===== config.mk =====
export PLATFORM = sky130hd
export DESIGN_NAME = apb_req_arbiter_flat
export DESIGN_NICKNAME = d
export VERILOG_FILES = /design/src/rtl/apb_req_arbiter_pkg.sv /design/src/rtl/apb_req_arbiter_if.sv /design/src/rtl/apb_addr_decode.sv /design/src/rtl/apb_req_arbiter.sv /design/src/flat_wrapper.sv
export SDC_FILE = /design/constraint.sdc
export NUM_CORES = 1
export LEC_CHECK = 0
export BUFFER_PORTS_ARGS = -buffer_cell sky130_fd_sc_hd__buf_2
export CAP_MARGIN = 10
export CORE_ASPECT_RATIO = 0.8
export CORE_UTILIZATION = 40
export DETAILED_ROUTE_END_ITERATION = 7
export PLACE_DENSITY = 0.76
export RECOVER_POWER = 25
export SETUP_SLACK_MARGIN = 0.1
export SLEW_MARGIN = 20
export SYNTH_ARGS = -nofsm -noshare
export SYNTH_HDL_FRONTEND = slang
export SYNTH_SLANG_ARGS = --single-unit

===== constraint.sdc =====
create_clock -name clk -period 1.53 [get_ports clk]
set_input_delay 0.459 -clock clk [delete_from_list [all_inputs] [get_ports clk]]
set_output_delay 0.459 -clock clk [all_outputs]
set_load 0.01 [all_outputs]

===== src/rtl/apb_req_arbiter_pkg.sv =====
// Shared definitions for the two-requester APB arbiter: FSM state encoding,
// the 6-bit address region codes and the one-hot slave select constants.
package apb_req_arbiter_pkg;

    typedef enum logic [1:0] {
        IDLE   = 2'b00,
        SETUP  = 2'b01,
        ACCESS = 2'b10
    } state_t;

    // addr[31:26] region codes
    localparam logic [5:0] REGION_S0 = 6'b100000;
    localparam logic [5:0] REGION_S1 = 6'b100001;
    localparam logic [5:0] REGION_S2 = 6'b100010;

    // One-hot Pselx values
    localparam logic [2:0] PSEL_NONE = 3'b000;
    localparam logic [2:0] PSEL_S0   = 3'b001;
    localparam logic [2:0] PSEL_S1   = 3'b010;
    localparam logic [2:0] PSEL_S2   = 3'b100;

    // Timeout counter width, enough for TIMEOUT up to 255
    localparam int unsigned TCNT_W = 8;

endpackage


===== src/rtl/apb_req_arbiter_if.sv =====
// APB bus between the arbiter (master) and the slaves (slave).
interface apb_req_arbiter_if;

    logic [31:0] Paddr;
    logic [31:0] Pwdata;
    logic        Pwrite;
    logic [2:0]  Pselx;
    logic        Penable;
    logic [31:0] Prdata;
    logic        Pready;
    logic        Pslverr;

    modport master (
        output Paddr, Pwdata, Pwrite, Pselx, Penable,
        input  Prdata, Pready, Pslverr
    );

    modport slave (
        input  Paddr, Pwdata, Pwrite, Pselx, Penable,
        output Prdata, Pready, Pslverr
    );

endinterface


===== src/rtl/apb_addr_decode.sv =====
// Combinational region decoder: addr[31:26] -> one-hot Pselx plus an
// unmapped flag for any code outside the three slave regions.
module apb_addr_decode
    import apb_req_arbiter_pkg::*;
(
    input  logic [5:0] region,
    output logic [2:0] sel,
    output logic       unmapped
);

    // Map the region code onto a slave select
    always_comb begin
        sel      = PSEL_NONE;
        unmapped = 1'b0;
        case (region)
            REGION_S0: sel = PSEL_S0;
            REGION_S1: sel = PSEL_S1;
            REGION_S2: sel = PSEL_S2;
            default:   unmapped = 1'b1;
        endcase
    end

endmodule


===== src/rtl/apb_req_arbiter.sv =====
// Two-requester round-robin arbiter driving a single APB master port with
// a three-slave decode, wait-state timeout and one-cycle done pulses.
module apb_req_arbiter
    import apb_req_arbiter_pkg::*;
#(
    parameter int unsigned TIMEOUT = 16
)
(
    input  logic               clk,
    input  logic               rst,
    input  logic               req0_valid,
    input  logic               req0_write,
    input  logic [31:0]        req0_addr,
    input  logic [31:0]        req0_wdata,
    input  logic               req1_valid,
    input  logic               req1_write,
    input  logic [31:0]        req1_addr,
    input  logic [31:0]        req1_wdata,
    output logic               req0_done,
    output logic               req1_done,
    output logic [31:0]        rsp_rdata,
    output logic               rsp_err,
    apb_req_arbiter_if.master  apb
);

    localparam logic [TCNT_W-1:0] TIMEOUT_LAST = TCNT_W'(TIMEOUT - 1);

    state_t            state;
    state_t            state_d;
    logic              last_grant;
    logic              owner;
    logic [TCNT_W-1:0] tcnt;

    logic              win;
    logic              win_write;
    logic [31:0]       win_addr;
    logic [31:0]       win_wdata;
    logic [2:0]        dec_sel;
    logic              dec_unmapped;

    logic              grant;
    logic              finish_ok;
    logic              finish_abort;
    logic              done_now;

    assign done_now = req0_done | req1_done;

    // Round-robin winner selection and payload mux
    always_comb begin
        win = 1'b0;
        if (req0_valid && req1_valid) begin
            win = ~last_grant;
        end else if (req1_valid) begin
            win = 1'b1;
        end
        win_write = win ? req1_write : req0_write;
        win_addr  = win ? req1_addr  : req0_addr;
        win_wdata = win ? req1_wdata : req0_wdata;
    end

    apb_addr_decode u_decode (
        .region   (win_addr[31:26]),
        .sel      (dec_sel),
        .unmapped (dec_unmapped)
    );

    // Next-state logic; no grant while a done pulse is on the outputs
    always_comb begin
        state_d      = state;
        grant        = 1'b0;
        finish_ok    = 1'b0;
        finish_abort = 1'b0;
        case (state)
            IDLE: begin
                if ((req0_valid || req1_valid) && !done_now) begin
                    grant = 1'b1;
                    if (!dec_unmapped) begin
                        state_d = SETUP;
                    end
                end
            end
            SETUP: begin
                state_d = ACCESS;
            end
            ACCESS: begin
                if (apb.Pready) begin
                    finish_ok = 1'b1;
                    state_d   = IDLE;
                end else if (tcnt == TIMEOUT_LAST) begin
                    finish_abort = 1'b1;
                    state_d      = IDLE;
                end
            end
            default: begin
                state_d = IDLE;
            end
        endcase
    end

    // State register
    always_ff @(posedge clk or negedge rst) begin
        if (!rst) begin
            state <= IDLE;
        end else begin
            state <= state_d;
        end
    end

    // Wait-state counter, cleared whenever the FSM is not stalled in ACCESS
    always_ff @(posedge clk or negedge rst) begin
        if (!rst) begin
            tcnt <= '0;
        end else if (state != ACCESS || finish_ok || finish_abort) begin
            tcnt <= '0;
        end else begin
            tcnt <= tcnt + TCNT_W'(1);
        end
    end

    // Registered APB outputs, arbitration history and responses
    always_ff @(posedge clk or negedge rst) begin
        if (!rst) begin
            apb.Paddr   <= '0;
            apb.Pwdata  <= '0;
            apb.Pwrite  <= 1'b0;
            apb.Pselx   <= PSEL_NONE;
            apb.Penable <= 1'b0;
            req0_done   <= 1'b0;
            req1_done   <= 1'b0;
            rsp_rdata   <= '0;
            rsp_err     <= 1'b0;
            last_grant  <= 1'b1;
            owner       <= 1'b0;
        end else begin
            req0_done <= 1'b0;
            req1_done <= 1'b0;
            rsp_rdata <= '0;
            rsp_err   <= 1'b0;

            if (grant) begin
                apb.Paddr  <= win_addr;
                apb.Pwdata <= win_wdata;
                apb.Pwrite <= win_write;
                last_grant <= win;
                owner      <= win;
                if (dec_unmapped) begin
                    req0_done <= ~win;
                    req1_done <= win;
                    rsp_err   <= 1'b1;
                end else begin
                    apb.Pselx <= dec_sel;
                end
            end

            if (state == SETUP) begin
                apb.Penable <= 1'b1;
            end

            if (finish_ok || finish_abort) begin
                apb.Pselx   <= PSEL_NONE;
                apb.Penable <= 1'b0;
                req0_done   <= ~owner;
                req1_done   <= owner;
                rsp_err     <= finish_abort ? 1'b1 : apb.Pslverr;
                rsp_rdata   <= (finish_ok && !apb.Pwrite) ? apb.Prdata : '0;
            end
        end
    end

endmodule


===== src/flat_wrapper.sv =====
// flat-port wrapper written by rule: the top's interface ports become plain ports
module apb_req_arbiter_flat import apb_req_arbiter_pkg::*;
#(
    parameter int unsigned TIMEOUT = 16
)
  (clk, rst, req0_valid, req0_write, req0_addr, req0_wdata, req1_valid, req1_write, req1_addr, req1_wdata, req0_done, req1_done, rsp_rdata, rsp_err, apb_Paddr, apb_Pwdata, apb_Pwrite, apb_Pselx, apb_Penable, apb_Prdata, apb_Pready, apb_Pslverr);
  apb_req_arbiter_if apb_i ();
  input  logic clk;
  input  logic rst;
  input  logic req0_valid;
  input  logic req0_write;
  input  logic [31:0] req0_addr;
  input  logic [31:0] req0_wdata;
  input  logic req1_valid;
  input  logic req1_write;
  input  logic [31:0] req1_addr;
  input  logic [31:0] req1_wdata;
  output logic req0_done;
  output logic req1_done;
  output logic [31:0] rsp_rdata;
  output logic rsp_err;
  output wire logic [$bits(apb_i.Paddr)-1:0] apb_Paddr;
  output wire logic [$bits(apb_i.Pwdata)-1:0] apb_Pwdata;
  output wire logic [$bits(apb_i.Pwrite)-1:0] apb_Pwrite;
  output wire logic [$bits(apb_i.Pselx)-1:0] apb_Pselx;
  output wire logic [$bits(apb_i.Penable)-1:0] apb_Penable;
  input wire logic [$bits(apb_i.Prdata)-1:0] apb_Prdata;
  input wire logic [$bits(apb_i.Pready)-1:0] apb_Pready;
  input wire logic [$bits(apb_i.Pslverr)-1:0] apb_Pslverr;
  assign apb_Paddr = apb_i.Paddr;
  assign apb_Pwdata = apb_i.Pwdata;
  assign apb_Pwrite = apb_i.Pwrite;
  assign apb_Pselx = apb_i.Pselx;
  assign apb_Penable = apb_i.Penable;
  assign apb_i.Prdata = apb_Prdata;
  assign apb_i.Pready = apb_Pready;
  assign apb_i.Pslverr = apb_Pslverr;
  apb_req_arbiter #(.TIMEOUT(TIMEOUT)) u_core (.clk(clk), .rst(rst), .req0_valid(req0_valid), .req0_write(req0_write), .req0_addr(req0_addr), .req0_wdata(req0_wdata), .req1_valid(req1_valid), .req1_write(req1_write), .req1_addr(req1_addr), .req1_wdata(req1_wdata), .req0_done(req0_done), .req1_done(req1_done), .rsp_rdata(rsp_rdata), .rsp_err(rsp_err), .apb(apb_i));
endmodule

* Yosys cells after proc, flatten, opt, wreduce, memory -nomap -nowiden
Cells that the tools add are included.
** Cells by class
- Add/sub/neg operators :: 1
- Bitwise operators :: 4
- Mux-type cells :: 36
- Eq/ne operators :: 10
- Reductions and logical operators :: 16
** Operator list (number)
- $mux W32 :: 4
- $mux W1 :: 22
- $eq A6 B6 Y1 const B :: 3
- $mux W3 :: 3
- $pmux W3 S3 :: 1
- $add A8 B1 Y8 const B :: 1
- $eq A8 B4 Y1 const B :: 1
- $mux W2 :: 4
- $mux W8 :: 1
- $pmux W2 S3 :: 1
- $reduce_bool A2 Y1 :: 3
- $logic_or A1 B1 Y1 :: 4
- $ne A2 B2 Y1 const B :: 2
- $logic_and A1 B1 Y1 :: 3
- $ne A3 B2 Y1 const B :: 1
- $not A1 Y1 :: 3
- $reduce_and A3 Y1 :: 1
- $reduce_or A3 Y1 :: 1
- $eq A2 B1 Y1 const B :: 1
- $eq A2 B2 Y1 const B :: 1
- $logic_not A1 Y1 :: 2
- $logic_not A2 Y1 :: 1
- $ne A2 B1 Y1 const B :: 1
- $reduce_and A2 Y1 :: 1
- $or A1 B1 Y1 :: 1
** Storage, ports and cells
- Register bits :: 116
- Output and inout bits :: 104
- Input port bits :: 168

* Depth between registers and ports, before layout
- Word-level depth :: 8
- Depth in mapped cells :: 6
- Gate-level depth less buffers :: 5

* Hierarchy
Synthesis repeated with hierarchy kept, for this count alone.
** Second synthesis, totals
- Cell total of the unflattened synthesis :: 435
- Area total of the unflattened synthesis :: 5069.9 um^2
** Modules (own cells, without submodules)
- apb_req_arbiter :: times used 1, area an instance 5017.3 um^2, sequential area each 2904.0 um^2, cells each 430
- apb_addr_decode :: times used 1, area an instance 52.6 um^2, sequential area each 0.0 um^2, cells each 5

* Least setup slack after synthesis
OpenSTA, ideal clock, no wires.
- Path type :: input -> register
- Start :: input port req0_addr[30]
- End :: register u_core.apb.Pselx[2]
- Setup slack :: -0.218 ns
- Path buffers :: 0
- Library setup time :: 0.094 ns
- Required time :: 1.436 ns
- Data arrival time :: 1.654 ns
- Stages on the path :: 4
- Cells stage by stage :: or4b_4 -> nand2b_1 -> a211o_1 -> a221oi_2
** Between the ends
- Longest elaborated chain between the ends :: 6
- Elaborated cells between the ends (all ways) :: 11
- Those cells by class :: eq/ne (3); mux (5); reduce/logical (3)
** Ends and longest elaborated chain
- start: declaration :: line flat_wrapper.sv:12 : input logic [31:0] req0_addr;
- $mux W32 * :: line apb_req_arbiter.sv:57 : win_addr = win ? req1_addr : req0_addr;
- $eq A6 B6 Y1 :: line apb_addr_decode.sv:15 : case (region)
- $pmux W3 S3 :: line apb_addr_decode.sv:15
- $mux W3 :: line apb_req_arbiter.sv:146 : if (dec_unmapped) begin
- $mux W3 :: line apb_req_arbiter.sv:140 : if (grant) begin
- $mux W3 :: line apb_req_arbiter.sv:159 : if (finish_ok || finish_abort) begin
- end signal: assignment :: line apb_req_arbiter.sv:151 : apb.Pselx <= dec_sel;
- end: declaration :: line apb_req_arbiter_if.sv:14 : output Paddr, Pwdata, Pwrite, Pselx, Penable,
Mark *: on every way between the ends. The rest lies on a longest branch, timed or not. The select of a mux whose other input is x is not followed.
A chain may end at the register's enable or synchronous reset.

* Final worst setup path
- Start :: register u_core.state[1]
- End :: register u_core.apb.Paddr[17]
** Between the ends
- Longest elaborated chain between the ends :: 2
** Ends and longest elaborated chain
- start: declaration :: line apb_req_arbiter.sv:28 : state_t state;
- start signal: assignment :: line apb_req_arbiter.sv:105 : state <= state_d;
- $logic_not A2 Y1 :: line apb_req_arbiter.sv:73 : case (state)
- $mux W1 :: line apb_req_arbiter.sv:73
- end signal: assignment :: line apb_req_arbiter.sv:141 : apb.Paddr <= win_addr;
- end: declaration :: line apb_req_arbiter_if.sv:14
Every way passes these cells.

==> flow_summary.json <==
{
  "status": "finished, violations left",
  "violations": "design-rule violations, negative setup slack",
  "num_vias": 5053,
  "clock_skew_ns": 0.00718,
  "yosysWarnings": 0,
  "setup_ws_ns": -0.157,
  "hold_violations": 0,
  "cap_viol_max_count": 0,
  "num_rows": 35,
  "leakage_nw": 4.18,
  "finalInstanceArea_sq_um": 8430,
  "clk_latency_ns": 0.40,
  "die_area_sq_um": 12600,
  "synth-edff-count": 0,
  "die_w_um": 125,
  "io_pins": 272,
  "worst_slew_pin_slew_ns": 0.465,
  "grt_max_degree": 43,
  "max-slew-margin-rel": 0.690,
  "ys_ff_latch": 116,
  "required_ns": 1.84,
  "viasPerCell": 4.98,
  "core-area_sq_um": 11700,
  "grt_util_all_layers": 0.257,
  "firstDrtPassIters": 7,
  "layout_commonest_cell": "buf_2",
  "ys_seq_area_frac": 0.597,
  "hold_depth": 2,
  "slew_viol_final": 0,
  "r2r_cells": 6,
  "syn_area_per_cell_sq_um": 9.46,
  "synth_area_sq_um": 4860,
  "crit_arrival_ns": 1.99,
  "fin_crit_ns": 1.69,
  "grt_antenna_before_repair": 1,
  "overflow": 0,
  "io_buffers": 271,
  "dp_worst_setup_slack_ns": -0.409,
  "async_flop_share": 1.00,
  "fillCellCount": 865,
  "clock_path_buffers": 2,
  "area_delta_synth_final_pct": 73.3,
  "worstPathMaxFanout": 8,
  "finalSetupViolCount": 73,
  "fmax_mhz": 593,
  "die_y_um": 101,
  "synth_cell_types": 37,
  "finalNetCount": 1022,
  "first_iter_violations": 286,
  "whs_ns": 0.259,
  "p_per_area_nw_per_um2": 1790,
  "htreeDepth": 4,
  "layout-drive-gt1-share": 0.533,
  "post-route-period-util": 1.10,
  "cp-end-kind": "flip-flop",
  "clock-sinks": 116,
  "grt_setup_unrepaired": "yes",
  "start_util": 0.416,
  "ir_drop_v": 0.00103,
  "synth_cells": 514,
  "r2r_start": "u_core.state[1]",
  "drc": 18,
  "dp_hpwl_mm": 10.7,
  "finalWirelength_mm": 17.1,
  "rrSetupSlack_ns": -0.16,
  "gp_congestion": 0.837,
  "dpl_cell_area_sq_um": 6710,
  "hold_start": "apb_Prdata[21]",
  "synth-main-ff-cell": "dfrtp_1",
  "final_cell_mix": "267 x buf_2, 135 x nand2_1, 115 x dfrtp_1, 53 x a31oi_1, 38 x buf_4",
  "cts_buffers": 17,
  "r2r-end": "u_core.apb.Paddr[17]",
  "clk_pin_slew_worst_paths_ns": 0.06,
  "grt_pass1_wl_mm": 24.9,
  "antenna_left": 0,
  "syn_nets": 683,
  "wl_per_cell_um": 16.9,
  "hold_path.class": "in -> reg",
  "cts_tree": "done",
  "critical_path_class": "reg -> reg",
  "root_buffer": "clkbuf_16",
  "grt_pass1_vias": 5034,
  "crit_path_start_kind": "flip-flop",
  "crit_path_start": "u_core.state[1]",
  "endpoint": "u_core.apb.Paddr[17]"
}
per-layer routing:
layer  vias up  part of all wire  GRT usage
met5         -                 0          0
met4         0             0.016     0.0957
met3        20             0.058     0.0658
met2       192              0.53      0.459
met1      2431              0.39      0.301
li1       2410                 -          -
report_power, final:
group	switching (mW)	leakage (nW)	internal, mW
registers	0.710	1.43	4.06
logic	3.08	2.46	3.16
clock network	1.46	0.289	2.62
flip-flops by register name, indices dropped and copies added, names as in the netlist:
| register | cells |
|---|---|
| u_core.apb.Paddr | 32 |
| u_core.apb.Pwdata | 32 |
| u_core.rsp_rdata | 32 |
| u_core.tcnt | 8 |
| u_core.apb.Pselx | 3 |
| u_core.state | 2 |
| u_core.apb.Penable | 1 |
| u_core.apb.Pwrite | 1 |
| u_core.last_grant | 1 |
| u_core.owner | 1 |
| u_core.req0_done | 1 |
| u_core.req1_done | 1 |
| u_core.rsp_err | 1 |
worst min-delay path by stage:
stage	to	slack [ns]
after floorplan	u_core.apb.Paddr[0]	0.16
after global placement	u_core.apb.Pwdata[0]	0.36
after detailed placement	u_core.apb.Pwdata[0]	0.36
after CTS	u_core.rsp_rdata[4]	0.24
after global routing	u_core.rsp_rdata[7]	0.24
final	u_core.rsp_rdata[21]	0.26
critical path, stage by stage (launching register included):
cell and delay [ns]:
dfrtp_1 0.42, nor4_4 0.35, o21a_4 0.26, buf_12 0.16, buf_16 0.16, nor2_4 0.04, a31oi_1 0.19
Yosys cell counts, types with 2 or more instances:
cell type | count | area [sq um]
nand2_1 | 136 | 510
dfrtp_1 | 115 | 2880
nor2_1 | 73 | 274
a31oi_1 | 63 | 394
and2_1 | 33 | 206
buf_2 | 17 | 85.1
clkbuf_1 | 16 | 60.1
o21ai_0 | 10 | 50.1
inv_1 | 5 | 18.8
nand3_1 | 5 | 25.0
nor3_1 | 5 | 25.0
xnor2_1 | 4 | 35.0
a21oi_1 | 3 | 15.0
mux2i_1 | 2 | 20.0
nor3b_1 | 2 | 15.0
o32ai_1 | 2 | 17.5
or3_1 | 2 | 12.5
xor2_1 | 2 | 17.5
per-stage QoR:
step                       util  TNS, ns  power (mW)  std cells
after detailed placement  0.574    -6.53        8.77        939
after global routing      0.721   -10.82        15.9       1015
after floorplan               -   -0.467        6.78        514
final                     0.721    -5.52        15.1       1015
after global placement    0.574    -5.28        8.65        939
after CTS                 0.677   -0.805        14.1        996
kinds of logic after synthesis:
group,after synthesis,share of synthesized area
muxes,3,0.00720
and+or+nand+nor,262,0.231
DFF,116,0.597
AOI/OAI and AO/OA,87,0.116
xor gates and xnor gates,6,0.0108
buffers and inverters,39,0.0360
adders and majority gates,1,0.00257
final cells by class:
cell class	count	area [sq um]	share of cell area
Tap cell	148	185	0.0220
Sequential cell	116	2900	0.344
Antenna cell	1	2.50	0.000297
Clock buffer	18	439	0.0521
Timing Repair Buffer	354	2440	0.289
Inverter	5	21.3	0.00252
Clock inverter	14	178	0.0211
Multi-Input combinational cell	359	2260	0.268
timing repair:
action / CTS / global route
hold buffers: 1 / 0
setup endpoints to repair: 86 / 126
resized for setup: 43 / 87
cloned: 8 / 7
endpoints found under the hold margin: 13 / 0
pin swaps: 18 / 7
buffers inserted: 16 / 17
No activity file was read; power rests on OpenSTA's default activity.
